File: config.mk
export PLATFORM = sky130hd
export DESIGN_NAME = mux8_rr_arbiter
export DESIGN_NICKNAME = d
export VERILOG_FILES = /design/src/rtl/mux8_rr_arbiter_pkg.sv /design/src/rtl/mux8_rr_arbiter_mux8_w.sv /design/src/rtl/mux8_rr_arbiter.sv
export SDC_FILE = /design/constraint.sdc
export NUM_CORES = 1
export LEC_CHECK = 0
export ABC_AREA = 1
export CAP_MARGIN = 20
export CORE_MARGIN = 1
export CORE_UTILIZATION = 57
export CTS_CLUSTER_DIAMETER = 60
export DETAILED_ROUTE_END_ITERATION = 10
export PLACE_DENSITY_LB_ADDON = 0.25
export SYNTH_ARGS = -nofsm -noshare
export SYNTH_HDL_FRONTEND = slang
export SYNTH_SLANG_ARGS = --single-unit
File: constraint.sdc
create_clock -name clk -period 6.63 [get_ports clk]
set_input_delay 1.6575 -clock clk [delete_from_list [all_inputs] [get_ports clk]]
set_output_delay 1.6575 -clock clk [all_outputs]
set_load 0.005 [all_outputs]
File: src/rtl/mux8_rr_arbiter_pkg.sv
// Shared definitions for the 8-channel round-robin mux arbiter:
// channel count, select width, FSM states and the rotating-priority search.
package mux8_arb_pkg;

    localparam int N_CH  = 8;
    localparam int SEL_W = 3;

    typedef enum logic {
        IDLE = 1'b0,
        OWN  = 1'b1
    } state_t;

    typedef struct packed {
        logic             valid;
        logic [SEL_W-1:0] idx;
    } pick_t;

    // Search req from ptr+1 upward, modulo N_CH. The ptr channel itself is
    // visited last (offset N_CH), so a current owner only wins when no
    // other channel is requesting. The loop runs from the farthest offset to
    // the nearest one. Each later hit overwrites an earlier one, so the
    // nearest requester is the value left at the end.
    function automatic pick_t rr_pick(input logic [N_CH-1:0] req,
                                      input logic [SEL_W-1:0] ptr);
        pick_t            res;
        logic [SEL_W-1:0] cand;
        res.valid = 1'b0;
        res.idx   = '0;
        for (int k = N_CH; k >= 1; k--) begin
            cand = ptr + SEL_W'(k);
            if (req[cand]) begin
                res.valid = 1'b1;
                res.idx   = cand;
            end
        end
        return res;
    endfunction

endpackage

File: src/rtl/mux8_rr_arbiter_mux8_w.sv
// W-bit 8:1 multiplexer with an enable.
// The output is all-zero when en is low or the select is out of range.
module mux8_w #(
    parameter int W = 1
) (
    input  logic [2:0]   sel,
    input  logic         en,
    input  logic [W-1:0] d0,
    input  logic [W-1:0] d1,
    input  logic [W-1:0] d2,
    input  logic [W-1:0] d3,
    input  logic [W-1:0] d4,
    input  logic [W-1:0] d5,
    input  logic [W-1:0] d6,
    input  logic [W-1:0] d7,
    output logic [W-1:0] f
);

    // Select the addressed channel, or zero when disabled.
    always_comb begin
        f = '0;
        if (en) begin
            case (sel)
                3'd0:    f = d0;
                3'd1:    f = d1;
                3'd2:    f = d2;
                3'd3:    f = d3;
                3'd4:    f = d4;
                3'd5:    f = d5;
                3'd6:    f = d6;
                3'd7:    f = d7;
                default: f = '0;
            endcase
        end
    end

endmodule

File: src/rtl/mux8_rr_arbiter.sv
// Round-robin arbiter that owns the select of a shared 8:1 mux.
// An owner keeps the grant while it requests, up to MAX_HOLD consecutive
// cycles. At that point the grant rotates to the next requester.
// Optional feature: the macro MUX8_ARB_LOCK_EN adds a lock input. While lock
// is high, the owner is not preempted by the hold timeout.
module mux8_rr_arbiter
    import mux8_arb_pkg::*;
#(
    parameter int W        = 1,
    parameter int MAX_HOLD = 4
) (
    input  logic             clk,
    input  logic             rst,
    input  logic [N_CH-1:0]  req,
    input  logic [W-1:0]     d0,
    input  logic [W-1:0]     d1,
    input  logic [W-1:0]     d2,
    input  logic [W-1:0]     d3,
    input  logic [W-1:0]     d4,
    input  logic [W-1:0]     d5,
    input  logic [W-1:0]     d6,
    input  logic [W-1:0]     d7,
`ifdef MUX8_ARB_LOCK_EN
    input  logic             lock,
`endif
    output logic [N_CH-1:0]  gnt,
    output logic [SEL_W-1:0] sel,
    output logic             busy,
    output logic [W-1:0]     f
);

    localparam logic [7:0] MAX_HOLD_C = 8'(MAX_HOLD);

    state_t           state_reg, state_next;
    logic [N_CH-1:0]  gnt_reg,   gnt_next;
    logic [SEL_W-1:0] sel_reg,   sel_next;
    logic             busy_reg,  busy_next;
    logic [7:0]       cnt_reg,   cnt_next;
    logic [SEL_W-1:0] ptr_reg,   ptr_next;

    pick_t pick;
    logic  owner_req;
    logic  hold_lock;

`ifdef MUX8_ARB_LOCK_EN
    assign hold_lock = lock;
`else
    assign hold_lock = 1'b0;
`endif

    assign pick      = rr_pick(req, ptr_reg);
    assign owner_req = req[sel_reg];

    // Register all arbitration state. Reset parks ptr at 7 so that channel 0 is searched first.
    always_ff @(posedge clk) begin
        if (rst) begin
            state_reg <= IDLE;
            gnt_reg   <= '0;
            sel_reg   <= '0;
            busy_reg  <= 1'b0;
            cnt_reg   <= '0;
            ptr_reg   <= SEL_W'(N_CH - 1);
        end else begin
            state_reg <= state_next;
            gnt_reg   <= gnt_next;
            sel_reg   <= sel_next;
            busy_reg  <= busy_next;
            cnt_reg   <= cnt_next;
            ptr_reg   <= ptr_next;
        end
    end

    // Compute the next state: grant, keep, hand over or release.
    always_comb begin
        state_next = state_reg;
        gnt_next   = gnt_reg;
        sel_next   = sel_reg;
        busy_next  = busy_reg;
        cnt_next   = cnt_reg;
        ptr_next   = ptr_reg;

        case (state_reg)
            IDLE: begin
                if (pick.valid) begin
                    state_next = OWN;
                    gnt_next   = N_CH'(1) << pick.idx;
                    sel_next   = pick.idx;
                    busy_next  = 1'b1;
                    cnt_next   = 8'd1;
                    ptr_next   = pick.idx;
                end
            end
            OWN: begin
                if (owner_req && (cnt_reg < MAX_HOLD_C)) begin
                    // Owner still within its hold budget.
                    cnt_next = cnt_reg + 8'd1;
                end else if (owner_req && hold_lock) begin
                    // The timeout is suppressed, so the counter stays saturated.
                    cnt_next = MAX_HOLD_C;
                end else if (pick.valid) begin
                    // Release or timeout: hand over with no idle cycle. On a
                    // timeout, pick reaches the owner only as a last resort.
                    gnt_next  = N_CH'(1) << pick.idx;
                    sel_next  = pick.idx;
                    busy_next = 1'b1;
                    cnt_next  = 8'd1;
                    ptr_next  = pick.idx;
                end else begin
                    state_next = IDLE;
                    gnt_next   = '0;
                    sel_next   = '0;
                    busy_next  = 1'b0;
                    cnt_next   = '0;
                end
            end
            default: begin
                state_next = IDLE;
                gnt_next   = '0;
                sel_next   = '0;
                busy_next  = 1'b0;
                cnt_next   = '0;
            end
        endcase
    end

    assign gnt  = gnt_reg;
    assign sel  = sel_reg;
    assign busy = busy_reg;

    mux8_w #(.W(W)) u_mux (
        .sel (sel_reg),
        .en  (busy_reg),
        .d0  (d0),
        .d1  (d1),
        .d2  (d2),
        .d3  (d3),
        .d4  (d4),
        .d5  (d5),
        .d6  (d6),
        .d7  (d7),
        .f   (f)
    );

endmodule
; ---- Word level (Yosys, flattened, before mapping)
; Index checks and enable logic that the tools add are counted.
[totals]
ff_bits = 24
inputBits = 18
[classes]
n_addsub = 8
n_lt_le_gt_ge = 10
eq_ne = 9
shifts = 1
mux = 49
n_bitwise = 1
n_reduce_logical = 3
[ops]
columns = cell, n
row1 = 8-bit two-way mux, 5
row2 = "3-bit by 4-bit less-than comparator with 1-bit output, second input constant", 9
row3 = 4-bit two-way mux, 8
row4 = 8-bit one-hot mux with 2 select lines, 2
row5 = 1-bit binary-select mux with 3-bit select, 9
row6 = 1-bit two-way mux, 15
row7 = 3-bit two-way mux, 5
row8 = "3-bit adder, second input constant", 4
row9 = "3-bit equality test, second input constant", 4
row10 = 3-bit one-hot mux with 2 select lines, 2
row11 = "8-bit by 1-bit adder with 8-bit output, second input constant", 1
row12 = "8-bit by 3-bit less-than comparator with 1-bit output, second input constant", 1
row13 = 1-bit one-hot mux with 8 select lines, 1
row14 = "1-bit by 3-bit << shifter with 8-bit output, first input constant", 1
row15 = "3-bit by 2-bit adder with 3-bit output, second input constant", 2
row16 = "3-bit by 2-bit equality test with 1-bit output, second input constant", 2
row17 = "2-bit inequality test, second input constant", 2
row18 = 1-bit one-hot mux with 2 select lines, 2
row19 = "3-bit by 1-bit adder with 3-bit output, second input constant", 1
row20 = "3-bit by 1-bit equality test with 1-bit output, second input constant", 1
row21 = 3-bit logical NOT, 1
row22 = 2-bit AND reduction, 1
row23 = 1-bit logical AND, 1
row24 = 1-bit NOT, 1

; ---- Logic depth before layout (Yosys ltp)
; Gate-level depths: netlist of the first run.
[logic_depth]
ltp_word = 14
mapped_depth = 21

; ---- Cells and area by module
; A second synthesis of the first run with hierarchy kept.
[unflattened]
cells_unflattened = 288
area_unflattened_um2 = 1785.5
[modules_own_cells]
columns = module, instances, cells_each, area_each_um2, seq_area_each_um2
row1 = mux8_rr_arbiter, 1, 265, 1691.6, 480.5
row2 = mux8_w, 1, 23, 93.8, 0.0

; ---- Worst setup path before layout of the first run
; No wires, ideal clock.
[synth_path]
path_type = input-to-output
start = input port d1
end = output port f
arrival_time_ns = 2.133
required_ns = 4.972
path_slack_ns = 2.840
cell_stages = 4
n_path_buf = 0
cell_sequence = a221oi_1 > nand2_1 > o21ai_0 > a21oi_1
[synth_between]
elab_chain_cells = 2
[synth_lines]
columns = element, line_no
row1 = start: declaration, mux8_rr_arbiter.sv:16  ; input logic [W-1:0] d1,
row2 = 1-bit one-hot mux with 8 select lines, mux8_rr_arbiter_mux8_w.sv:23  ; case (sel)
row3 = 1-bit two-way mux, mux8_rr_arbiter_mux8_w.sv:22  ; if (en) begin
row4 = end: declaration, mux8_rr_arbiter.sv:29  ; output logic [W-1:0] f
; No other way between the ends.

; ---- Worst setup path after layout of the first run
; Same ends and word-level chain as after synthesis.

==> results of run 1 <==
[layer usage]
metal / share of wire [%] / vias to the layer above / GRT usage [%] / wire, µm
li1: - / 951 / - / -
met1: 46 / 824 / 31.22 / 1907
met2: 47 / 64 / 45.94 / 1976
met3: 5.8 / 8 / 4.176 / 243
met4: 1.5 / 0 / 8.503 / 61
met5: 0 / - / 0 / 0
[layout make-up]
type / count / area [µm²] / area share [%]
repair buffers: 30 / 300.3 / 13.61
clock buffers: 3 / 22.52 / 1.021
well taps: 44 / 55.05 / 2.496
clock inverters: 1 / 30.03 / 1.361
inverters: 36 / 145.1 / 6.580
flip-flops and latches: 24 / 480.5 / 21.78
multi-input cells: 210 / 1172 / 53.15
[critical path: stages]
cell	delay [ns]
clkdlybuf4s50_1	0.40
a221oi_1	0.28
nand2_1	0.09
o21ai_0	0.08
a21oi_1	0.08
clkdlybuf4s50_1	0.45
[synthesized netlist by cell type]
| master | number |
|---|---|
| nor2_4 | 3 |
| o21ai_1 | 3 |
| buf_4 | 1 |
| a21oi_1 | 14 |
| nor3_1 | 1 |
| o21ai_2 | 2 |
| nand4_4 | 1 |
| o22ai_1 | 4 |
| nor4_1 | 1 |
| clkbuf_1 | 1 |
| inv_2 | 5 |
| nand2_1 | 80 |
| nand2_4 | 7 |
| clkinv_4 | 1 |
| buf_6 | 1 |
| xnor2_4 | 1 |
| inv_1 | 28 |
| xnor2_1 | 1 |
| inv_6 | 1 |
| nand4_2 | 1 |
| o211ai_1 | 3 |
| nand2_2 | 11 |
| dfxtp_1 | 24 |
| buf_12 | 1 |
| xor2_1 | 1 |
| a221oi_1 | 1 |
| nand4_1 | 2 |
| o21a_1 | 1 |
| o21ai_0 | 5 |
| or2_1 | 1 |
| nor2_1 | 16 |
| nand3_2 | 11 |
| nand3_1 | 35 |
| ha_1 | 3 |
| clkinv_1 | 1 |
| buf_2 | 1 |
| o31ai_1 | 1 |
[cell families (layout without fill, tap and decap cells)]
family / after synthesis / after routing / share of synthesized area [%]
AOI/OAI and AO/OA: 34 / 34 / 10.78
xor gates and xnor gates: 3 / 3 / 2.441
adders and majority gates: 3 / 3 / 2.034
buffers and inverters: 41 / 70 / 10.44
DFF: 24 / 24 / 26.03
and+or+nand+nor: 170 / 170 / 48.27
[path summary, 6_finish.rpt]
check / slack [ns] / cells past startpoint / endpoint
setup reg to reg: 3.74 / 14 / ptr_reg[1]
hold reg to reg: 0.46 / 2 / gnt[1]
setup / recovery: 1.95 / 6 / f
hold / removal: 0.46 / 2 / gnt[1]
[power breakdown]
| part | internal [W] | leakage, nW | switching (W) |
|---|---|---|---|
| Combinational | 0.000317 | 0.828 | 0.000587 |
| Sequential | 0.000176 | 0.197 | 0.0000437 |
| Clock | 0.0000612 | 0.0279 | 0.0000446 |
| Total | 0.000555 | 1.05 | 0.000676 |
[per-stage QoR]
stage	worst slack, ns	cell area [µm²]
after global routing	1.826	2206
after floorplan	2.840	1846
final	1.945	2206
after global placement	1.963	2153
after detailed placement	1.933	2153
after CTS	1.929	2206
==> summary.md, run 1 <==
| Metric | Value |
|---|---|
| Initial Utilization | 60.45% |
| Yosys cell types | 37 |
| PortBufs | 30 |
| WHS | 0.4585 ns |
| PwrDens | 557.9 mW/mm² |
| Max-slew headroom | 68.85% |
| Worst VDD drop | 0.0002836 V |
| Worst Tran Pin Value | 0.4666 ns |
| Hold buffers post-CTS | 0 |
| Final Setup Violations | 0 |
| Post-Route Setup TNS | 0 ns |
| Synth-to-Final Area Change | 19.53% |
| Vias in the first global route | 1658 |
| Chip height | 58.90 µm |
| Hold WC Path Type | flop to flop |
| Initial antenna violation count | 0 |
| Crit end category | primary output |
| Worst-skew pair later-pin latency | 0.32 ns |
| Final count of hold timing violations | 0 |
| Filler cell count | 276 |
| Die X | 58.90 µm |
| Synth top area share | 26.03% |
| Pre-Repair DR Iteration Count | 4 |
| Status | complete, no violations |
| Setup Fix Bufs, Post-CTS | 0 |
| Pleak | 1.052 nW |
| CP Class | input pin to primary output |
| Max Slew Vio Count | 0 |
| Final period utilization | 70.66% |
| GP Congestion | 0.8791 |
| Final Instance Count excl. Fillers | 348 |
| GRT Total Usage | 25.74% |
| Most frequent cells in the layout | nand2_1, nand3_1, clkdlybuf4s50_1, inv_1, dfxtp_1 |
| Rows | 20 |
| Commonest non-fill, non-tap cell in the layout | nand2_1 |
| CTS tree | yes |
| Skew final | 0.007434 ns |
| Root Driver | clkbuf_4 |
| Drt drc | 0 |
| Synth warn | 0 |
| Initial drt markers | 91 |
| Largest net degree at the start of global routing | 15 |
| Tmin final | 4.685 ns |
| Total CTS buffers | 3 |
| Synth area leaders | dfxtp_1, nand2_1, nand3_1, nand3_2, inv_1 |
| Post-CTS Resized | 0 |
| #FFs+latches synth | 24 |
| Sink Count | 24 |
| Max FO, Critical Path | 1 |
| Max_cap viols | 0 |
| Max Root-Sink Buffers | 2 |
| Routed wire length | 4188 µm |
| Layout Utilization | 72.25% |
| Core ar. | 0.003053 mm² |
| Min-delay src | gnt[1] |
| Worst setup startpoint | d1 |
| Vias per std cell | 5.307 |
| Synthesized area | 0.001846 mm² |
| GRT overflow | 0 |
| Ports | 31 |
| R2R Path Start | ptr_reg[1] |
| Max Fclk | 213.5 MHz |
| N_diodes | 0 |
| Required time of the worst setup path | 4.97 ns |
| Worst EP arrival | 3.03 ns |
| Sequential area share after synthesis | 26.03% |
| Nets | 326 |
| Wire per inst | 12.03 µm |
| Via count | 1847 |
| DP Cell Count | 344 |
| Die Area | 0.003469 mm² |
| Mapped Avg Cell Area | 6.711 µm² |
| Layout cells sized above 1 | 15.79% |
| Unrepaired setup endpoints after global routing | no |
| First-pass GRT wire length | 6913 µm |
| Worst-path clk slew | 0.13 ns |
| Overall power | 0.001231 W |
| Yosys top cell by area | dfxtp_1 |
| Syn nets | 296 |
| CTS HTree Levels | 1 |
| Startpoint Class | input pin |
| DP HPWL | 3303 µm |
| Final antenna-violating net count | 0 |
| Gate Count Post-Synth | 275 |
Power figures use the tool's default switching activity.
==> inputs of run 2 (changes only) <==
Settings changed: CORE_UTILIZATION 57 to 48.
Clock period 6.63 ns to 3.9 ns, I/O delays scaled along.
==> run 2 against run 1 <==
Against the previous run: count of clock-buffer cells in the layout up 1; power is 68% higher; global-route usage shrank 4.0 points; non-clock buffer count unchanged; sequential cell count stayed put; final cell count is 1.1% higher; clock power grew 56%.
==> summary.md, run 2 (same netlist as run 1, synthesis figures left out) <==
| Metric | Value |
|---|---|
| Status | complete, no violations |
| Pre-Repair DR Iteration Count | 4 (unchanged) |
| Worst VDD drop | 0.0003569 V (+26%) |
| Overall power | 0.002062 W (+68%) |
| CP Class | input pin to primary output |
| Filler cell count | 348 (+26%) |
| DP Area | 0.002158 mm² (+0.23%) |
| N_diodes | 0 (unchanged) |
| Max Fclk | 302.9 MHz |
| Min-delay src | gnt[5] |
| Root Driver | clkbuf_8 |
| Vias in the first global route | 1632 (-1.6%) |
| Worst-path clk slew | 0.08 ns (-0.05 ns) |
| Worst EP arrival | 2.33 ns (-0.70 ns) |
| Skew final | 0.004110 ns (-0.003324 ns) |
| Total CTS buffers | 3 (unchanged) |
| PwrDens | 931.8 mW/mm² (+67%) |
| Vias per std cell | 5.105 (-3.8%) |
| Initial drt markers | 67 (-26%) |
| Required time of the worst setup path | 2.92 ns (-2.05 ns) |
| Worst-skew pair later-pin latency | 0.26 ns (-0.06 ns) |
| Routed wire length | 4061 µm (-3.0%) |
| Final instance area | 0.002213 mm² (+0.34%) |
| DP HPWL | 3300 µm (about the same) |
| Max Root-Sink Buffers | 2 (unchanged) |
| Drt drc | 0 (unchanged) |
| Nets | 326 (unchanged) |
| Tmin final | 3.302 ns |
| CTS HTree Levels | 1 (unchanged) |
| Post-CTS Resized | 0 (unchanged) |
| GRT overflow | 0 (unchanged) |
| Sink Count | 24 (unchanged) |
| Worst Tran Pin Value | 0.4453 ns (-0.02128 ns) |
| GRT Total Usage | 21.76% (-4.0 points) |
| Startpoint Class | input pin |
| CTS tree | yes |
| Final antenna-violating net count | 0 (unchanged) |
| Max Slew Vio Count | 0 (unchanged) |
| Initial antenna violation count | 0 (unchanged) |
| Hold WC Path Type | flop to flop |
| Core ar. | 0.003661 mm² (+20%) |
| Wire per inst | 11.54 µm (-4.1%) |
| GP Congestion | 0.8856 (+0.74%) |
| Setup Fix Bufs, Post-CTS | 0 (unchanged) |
| Hold buffers post-CTS | 0 (unchanged) |
| Worst setup startpoint | d1 |
| Initial Utilization | 50.41% (-10 points) |
| Most frequent cells in the layout | nand2_1, nand3_1, clkdlybuf4s50_1, inv_1, dfxtp_1 |
| Largest net degree at the start of global routing | 14 (-1) |
| Post-Route Setup TNS | 0 ns (unchanged) |
| Via count | 1797 (-2.7%) |
| Max_cap viols | 0 (unchanged) |
| Chip height | 64.01 µm (+8.7%) |
| First-pass GRT wire length | 7169 µm (+3.7%) |
| Synth-to-Final Area Change | 19.93% |
| Commonest non-fill, non-tap cell in the layout | nand2_1 |
| Die X | 64.01 µm (+8.7%) |
| Final count of hold timing violations | 0 (unchanged) |
| Crit end category | primary output |
| Rows | 22 (+10%) |
| Final period utilization | 84.66% |
| Max FO, Critical Path | 1 (unchanged) |
| Max-slew headroom | 70.27% (+1.4 points) |
| Final Setup Violations | 0 (unchanged) |
| Unrepaired setup endpoints after global routing | no |
| Die Area | 0.004097 mm² (+18%) |
| Pleak | 1.053 nW (about the same) |
| Layout cells sized above 1 | 15.79% (unchanged) |
| PortBufs | 30 (unchanged) |
| R2R Path Start | ptr_reg[1] |
| Ports | 31 (unchanged) |
## run 2: cell types whose count changed in the layout (fill, tap and decap cells not counted)
cell,previous run,this run
clkbuf_4,3,0
clkbuf_8,0,4
bufinv_16,1,0
## run 2: metrics by stage
stage | worst slack [ns] | instances | hold WS, ns | utilization, %
global route | 0.4901 | 352 | 0.4675 | 60.46
CTS | 0.5821 | 352 | 0.4575 | 60.46
floorplan | 1.475 | 275 | 0.4229 | -
finish | 0.5982 | 352 | 0.4576 | 60.46
global placement | 0.5943 | 348 | 0.4389 | 58.95
detailed placement | 0.5872 | 348 | 0.4435 | 58.95
## run 2: final timing paths
check                           cells past startpoint  slack, ns         end
worst max-delay path                                6       0.60           f
worst min-delay path                                2       0.46      gnt[5]
worst max register to register                     14       1.00  ptr_reg[1]
worst min register to register                      2       0.46      gnt[5]
## run 2: worst max-delay path, cell delays in order
cell             delay (ns)
clkdlybuf4s50_1        0.39
a221oi_1               0.28
nand2_1                0.07
o21ai_0                0.08
a21oi_1                0.09
clkdlybuf4s50_1        0.44
## run 2: cell type report
class / instances / area, µm² / area share (%)
clock buffer: 4 / 55.05 / 2.487
multi-input combinational: 210 / 1172 / 52.97
tap: 48 / 60.06 / 2.713
timing repair buffer: 30 / 300.3 / 13.57
inverter: 36 / 145.1 / 6.557
sequential: 24 / 480.5 / 21.71
## run 2: metal layers
layer  track usage, %  vias up  wire [µm]
met5                0        -          0
met4            4.261        0         43
met3            2.679        6        154
met2            35.90       33       1893
met1            30.24      800       1969
li1                 -      958          -
## run 2: where the power goes
group | internal [W] | switching (W) | total [W] | leakage (nW)
sequential | 0.000300 | 0.0000739 | 0.000374 | 0.197
clock | 0.0000900 | 0.0000753 | 0.000165 | 0.0288
combinational | 0.000539 | 0.000984 | 0.00152 | 0.828
total | 0.000929 | 0.00113 | 0.00206 | 1.05
